$ cat config.mk
export PLATFORM = sky130hd
export DESIGN_NAME = serial_subtractor
export DESIGN_NICKNAME = d
export VERILOG_FILES = /design/src/rtl/serial_subtractor.sv
export SDC_FILE = /design/constraint.sdc
export NUM_CORES = 1
export LEC_CHECK = 0
export ABC_AREA = 0
export CAP_MARGIN = 40
export CORE_ASPECT_RATIO = 2
export CORE_MARGIN = 5
export CORE_UTILIZATION = 46
export DETAILED_ROUTE_END_ITERATION = 7
export GPL_TIMING_DRIVEN = 0
export PLACE_DENSITY = 0.74
export SYNTH_ARGS = -nofsm -noshare
export SYNTH_HDL_FRONTEND = slang
export SYNTH_SLANG_ARGS = --single-unit
$ cat constraint.sdc
create_clock -name clk -period 1.3 [get_ports clk]
set_clock_uncertainty 0.05 [all_clocks]
set_input_delay 0.26 -clock clk [delete_from_list [all_inputs] [get_ports clk]]
set_output_delay 0.26 -clock clk [all_outputs]
set_load 0.02 [all_outputs]
$ cat src/rtl/serial_subtractor.sv
// Bit-serial subtractor: diff = A - B, one full-subtractor step per clock, LSB first.
// Operands are captured on an accepted start; results are registered and pulse done for one cycle.
module serial_subtractor #(
    parameter int unsigned WIDTH = 8
) (
    input  logic             clk,
    input  logic             reset,
    input  logic             start,
    input  logic [WIDTH-1:0] A,
    input  logic [WIDTH-1:0] B,
    output logic             ready,
    output logic             done,
    output logic [WIDTH-1:0] diff,
    output logic             borrowOut,
    output logic             overflow
);

    localparam int unsigned CW = $clog2(WIDTH) + 1;

    localparam logic [1:0] IDLE  = 2'd0;
    localparam logic [1:0] SHIFT = 2'd1;
    localparam logic [1:0] DONE  = 2'd2;

    logic [1:0]       state;
    logic [WIDTH-1:0] a_reg;
    logic [WIDTH-1:0] b_reg;
    logic [WIDTH-1:0] res_reg;
    logic [WIDTH-1:0] res_shift;
    logic [CW-1:0]    cnt;
    logic             br;
    logic             a_msb;
    logic             b_msb;

    logic a_bit;
    logic b_bit;
    logic d_bit;
    logic br_next;
    logic last_step;

    always_comb begin
        a_bit     = a_reg[0];
        b_bit     = b_reg[0];
        d_bit     = a_bit ^ b_bit ^ br;
        br_next   = (~a_bit & b_bit) | (~(a_bit ^ b_bit) & br);
        last_step = (cnt == CW'(WIDTH - 1));
    end

    // Difference bits enter at the MSB so the LSB-first result lands in place after WIDTH steps.
    generate
        if (WIDTH == 1) begin : g_res_w1
            assign res_shift = d_bit;
        end else begin : g_res_wn
            assign res_shift = {d_bit, res_reg[WIDTH-1:1]};
        end
    endgenerate

    always_comb begin
        ready = (state != SHIFT);
        done  = (state == DONE);
    end

    always_ff @(posedge clk) begin
        if (reset) begin
            state     <= IDLE;
            a_reg     <= '0;
            b_reg     <= '0;
            res_reg   <= '0;
            cnt       <= '0;
            br        <= 1'b0;
            a_msb     <= 1'b0;
            b_msb     <= 1'b0;
            diff      <= '0;
            borrowOut <= 1'b0;
            overflow  <= 1'b0;
        end else begin
            case (state)
                IDLE, DONE: begin
                    if (start) begin
                        a_reg   <= A;
                        b_reg   <= B;
                        a_msb   <= A[WIDTH-1];
                        b_msb   <= B[WIDTH-1];
                        res_reg <= '0;
                        br      <= 1'b0;
                        cnt     <= '0;
                        state   <= SHIFT;
                    end else begin
                        state <= IDLE;
                    end
                end
                SHIFT: begin
                    a_reg   <= a_reg >> 1;
                    b_reg   <= b_reg >> 1;
                    res_reg <= res_shift;
                    br      <= br_next;
                    cnt     <= cnt + CW'(1);
                    if (last_step) begin
                        // Final bit is folded in here so the results appear together with done.
                        diff      <= res_shift;
                        borrowOut <= br_next;
                        overflow  <= (a_msb != b_msb) && (d_bit != a_msb);
                        state     <= DONE;
                    end
                end
                default: state <= IDLE;
            endcase
        end
    end

endmodule

; Word level (Yosys, flattened, before mapping)
; Cells that the tools add are included.
[totals]
regBits = 43
out_inout_bits = 12
input_bits = 19
[classes]
n_reduce_logical = 7
eq_ne = 8
add_sub_neg = 1
mux = 13
n_bitwise = 7
[op_table]
columns = cell, count
row1 = $pmux W8 S2, 3
row2 = $mux W8, 3
row3 = $pmux W4 S2, 1
row4 = $reduce_and A2 Y1, 3
row5 = $add A4 B1 Y4 const B, 1
row6 = $eq A4 B3 Y1 const B, 1
row7 = $mux W4, 1
row8 = $ne A2 B2 Y1 const B, 2
row9 = $pmux W2 S2, 1
row10 = $and A1 B1 Y1, 2
row11 = $eq A2 B1 Y1 const B, 1
row12 = $eq A2 B2 Y1 const B, 1
row13 = $logic_not A2 Y1, 1
row14 = $mux W1, 2
row15 = $mux W2, 1
row16 = $ne A1 B1 Y1, 2
row17 = $ne A2 B1 Y1 const B, 1
row18 = $not A1 Y1, 2
row19 = $pmux W1 S2, 1
row20 = $reduce_bool A2 Y1, 1
row21 = $reduce_or A2 Y1, 1
row22 = $xor A1 B1 Y1, 2
row23 = $logic_and A1 B1 Y1, 1
row24 = $or A1 B1 Y1, 1

; Logic depth before layout (Yosys ltp)
[logic_depth]
ltp_word = 5
ltp_mapped = 6
depth_no_buf = 5

; Worst setup path after synthesis
; Ideal clock, no wire load.
[synth_timing]
kind = flip-flop to flip-flop
from = reg b_reg[0]
to = reg overflow
arrival_ps = 1283
setup_ps = 86
path_slack_ps = -119
path_stages_with_launch = 6
cell_sequence = dfxtp_1 -> inv_1 -> fa_1 -> nor2b_1 -> a21oi_1 -> a211oi_1
[synth_via]
elab_chain_len = 4
[synth_lines]
columns = item, line
row1 = start: declaration, 26  ; logic [WIDTH-1:0] b_reg;
row2 = start signal: assignment, 93  ; b_reg <= b_reg >> 1;
row3 = $xor A1 B1 Y1 (2 in series), 43  ; d_bit = a_bit ^ b_bit ^ br;
row4 = named net d_bit, 36  ; logic d_bit;
row5 = $ne A1 B1 Y1, 101  ; overflow <= (a_msb != b_msb) && (d_bit != a_msb);
row6 = $logic_and A1 B1 Y1, 101
row7 = end signal: assignment, 101
row8 = end: declaration, 15  ; output logic overflow
; The timed path passes the listed nets, and every way through them passes these cells.
; A chain may end at the register's enable or synchronous reset.

; Final worst setup path
; Same ends and word-level chain as after synthesis.

==> summary.md <==
| Metric | Value |
|---|---|
| GR Layer Usage met3 | `3.69%` |
| Post-Place Cell Area | `2100 um2` |
| Die width | `53.5 um` |
| CTS buffer count | `5` |
| Met2 Resource Use GR | `30.2%` |
| R2r startpoint | `b_reg[0]` |
| Hold Buf Count CTS | `0` |
| Largest area contributor in the netlist | `dfxtp_1` |
| Worst path arrival time | `1730 ps` |
| Design Area, Final | `2710 um2` |
| GRT busiest layer | `met2` |
| Area growth from synthesis to layout | `55.2%` |
| Cell count after synthesis | `197` |
| CTS tree | `yes` |
| Net Sw Power | `803 uW` |
| Sequential-to-total area share from yosys stat | `48.2%` |
| Kind of critical path | `register to register` |
| Post-synth EDFFs | `0` |
| Part of the cycle the worst path needs | `120%` |
| Main synth FF type | `dfxtp_1` |
| Clock buffer depth | `2` |
| DRT Wirelength | `5240 um` |
| Crit path from | `b_reg[0]` |
| GRT Util Overall | `17.1%` |
| Worst Setup End Kind | `register` |
| F_max | `0.642 GHz` |
| Peak supply drop | `0.00101 V` |
| Synth cell types | `30` |
| Relative slew slack | `63.6%` |
| Via count of the first global-routing pass | `1494` |
| Initial antenna violation count | `0` |
| Post-Syn Area | `1740 um2` |
| Clock Power Share | `31.3%` |
| Core area | `3650 um2` |
| Pin count of the biggest net entering global routing | `16` |
| Buffers added on ports | `29` |
| Final worst slack | `-257 ps` |
| Max Cap Violations | `0` |
| ANT cells | `0` |
| Net count, final | `276` |
| Yosys reg bits | `42` |
| Hold Violations, Final | `0` |
| GRT Residual Overflow | `0` |
| Pwr/cell area | `1050 nW/um2` |
| HP Start | `reset` |
| Xor/xnor share of the synthesized area | `0%` |
| Syn avg cell area | `8.85 um2` |
| Antenna-violating nets left | `0` |
| Vias per cell | `5.67` |
| Leak Pwr | `0.000991 uW` |
| Utilization after layout | `74.2%` |
| Worst-path fanout max | `4` |
| Slew Viols, Final | `0` |
| Failing checks | `negative setup slack` |
| Synthesis Warnings | `0` |
| Result of the run | `complete, but fails checks` |
| Main combinational cell family by area after synthesis | `compound AO/OA/AOI/OAI gates` |
| I/O pins | `31` |
| Routed vias | `1729` |
| DRC | `0` |
| Register share of total power | `48.2%` |
| Gpl congestion | `0.804` |
| Post-synthesis compound-gate area fraction | `21.7%` |
| Syn_nets | `218` |
| Synth async-reset ratio | `0%` |
| Clock sinks | `42` |
| Internal power | `2040 uW` |
| H-tree levels | `2` |
| Global-route wire length before repair | `6610 um` |
| CTS clk-pin slew, worst paths | `90 ps` |
| Iter 0 DRT Violations | `23` |
| Worst skew pair latency | `310 ps` |
| Share of cells above drive strength 1 | `37.9%` |
| # setup viols final | `32` |
| Drt pass-1 iters | `4` |
| Tmin final | `1560 ps` |
| CP startpoint kind | `register` |
| Top post-synthesis cells by area | `dfxtp_1, a21oi_1, nand3_1` |
| RSZ-0062 raised after global routing | `yes` |
| Hpwl dp | `2880 um` |
| Power share of the combinational group | `20.5%` |
| Yosys top cell area share | `48.2%` |
| FP Rows | `31` |
| Mux cell area share after synthesis | `1.51%` |
| WL per Instance | `17.2 um` |
| Worst Max-Slew Pin Slew | `546 ps` |
| Root Driver | `clkbuf_8` |
| Die height | `97.1 um` |
| Simple-Gate Fraction of Synth Area | `18.5%` |
| DIE AREA | `5200 um2` |
| Post-Synth Adder-Cell Area | `1.87%` |
| WP data required | `1470 ps` |
| Initial Util | `47.8%` |
| HP Class | `primary input to register` |
| Sw Ratio | `28.2%` |
| M1 GR Usage | `17.9%` |
==> cell families after synthesis <==
| family | after synthesis |
|---|---|
| and+or+nand+nor | 62 |
| DFF | 42 |
| muxes | 2 |
| adders and majority gates | 2 |
| buffers and inverters | 23 |
| AOI/OAI and AO/OA | 66 |
==> final timing paths <==
| kind | to | slack [ps] | depth (start not counted) |
|---|---|---|---|
| worst min-delay path | state[1] | 280 | 2 |
| worst max-delay path | overflow | -260 | 5 |
| worst max register to register | overflow | -260 | 5 |
| worst min register to register | res_reg[6] | 410 | 2 |
==> metrics by stage <==
step	TNS, ps	setup WS (ps)	total power (uW)	hold WS, ps	instances
floorplan	-73.8	-73.8	1610	369	197
global placement	-8790	-410	1730	403	275
global route	-4330	-278	2950	289	305
detailed placement	-9560	-419	1730	410	275
CTS	-413	-233	2630	270	285
finish	-2340	-257	2850	277	305
==> metal layers <==
metal,wire length (um),share of wire (%)
met1,1920,37
met2,2900,55
met3,234,4.5
met4,188,3.6
met5,0,0
==> final cells by class <==
class	count	area, um2
fillers	281	940
multi-input cells	132	912
flip-flops and latches	42	853
repair buffers	52	574
plain buffers	19	200
clock buffers	5	68.8
well taps	49	61.3
clock inverters	3	25.0
inverters	3	11.3
==> critical path: stages (launching register included) <==
cell,delay [ps]
dfxtp_2,350
inv_2,40
fa_2,580
nor2b_4,160
a21oi_2,60
a211oi_1,230
==> placed cells by master (no fill, tap or decap), types with 2 or more instances in the layout <==
cell type and n:
a21oi_1 36, dfxtp_1 36, nand3_1 31, clkdlybuf4s50_1 16
buf_4 15, a22oi_2 14, nand2_1 12, buf_6 8
buf_8 6, o21ai_1 6, clkbuf_16 6, a21oi_2 5
clkbuf_8 5, clkbuf_2 5, clkbuf_1 4, dfxtp_2 4
inv_2 3, buf_12 3, nand3_2 3, nor2_1 3
clkdlybuf4s15_1 3, nor2b_4 2, o21ai_2 2, a211oi_1 2
mux2_4 2, nand2b_1 2, dfxtp_4 2
==> power groups by stage <==
stage          clock network, uW  logic, uW  registers [uW]
2_1_floorplan                  0        224            1380
3_3_place_gp                   0        338            1390
3_5_place_dp                   0        341            1390
4_1_cts                      886        378            1370
5_1_grt                      957        614            1380
6_report                     890        583            1370
==> Yosys cell counts, drive strengths merged, types with 2 or more instances <==
cell	n
nor3b	2
o21ai	8
buf	15
clkbuf	5
mux2	2
nand2b	3
a21oi	41
nand3	34
nor2b	3
a22oi	14
nor2	3
nand2	12
dfxtp	42
a211oi	3
inv	3
==> timing repair <==
| action | CTS | global route |
|---|---|---|
| cloned | 0 | 7 |
| endpoints found under the setup margin | 36 | 43 |
| pin swaps | 0 | 15 |
| setup buffers | 3 | 14 |
| gates resized for setup | 50 | 63 |
No activity file was read; power rests on OpenSTA's default activity.
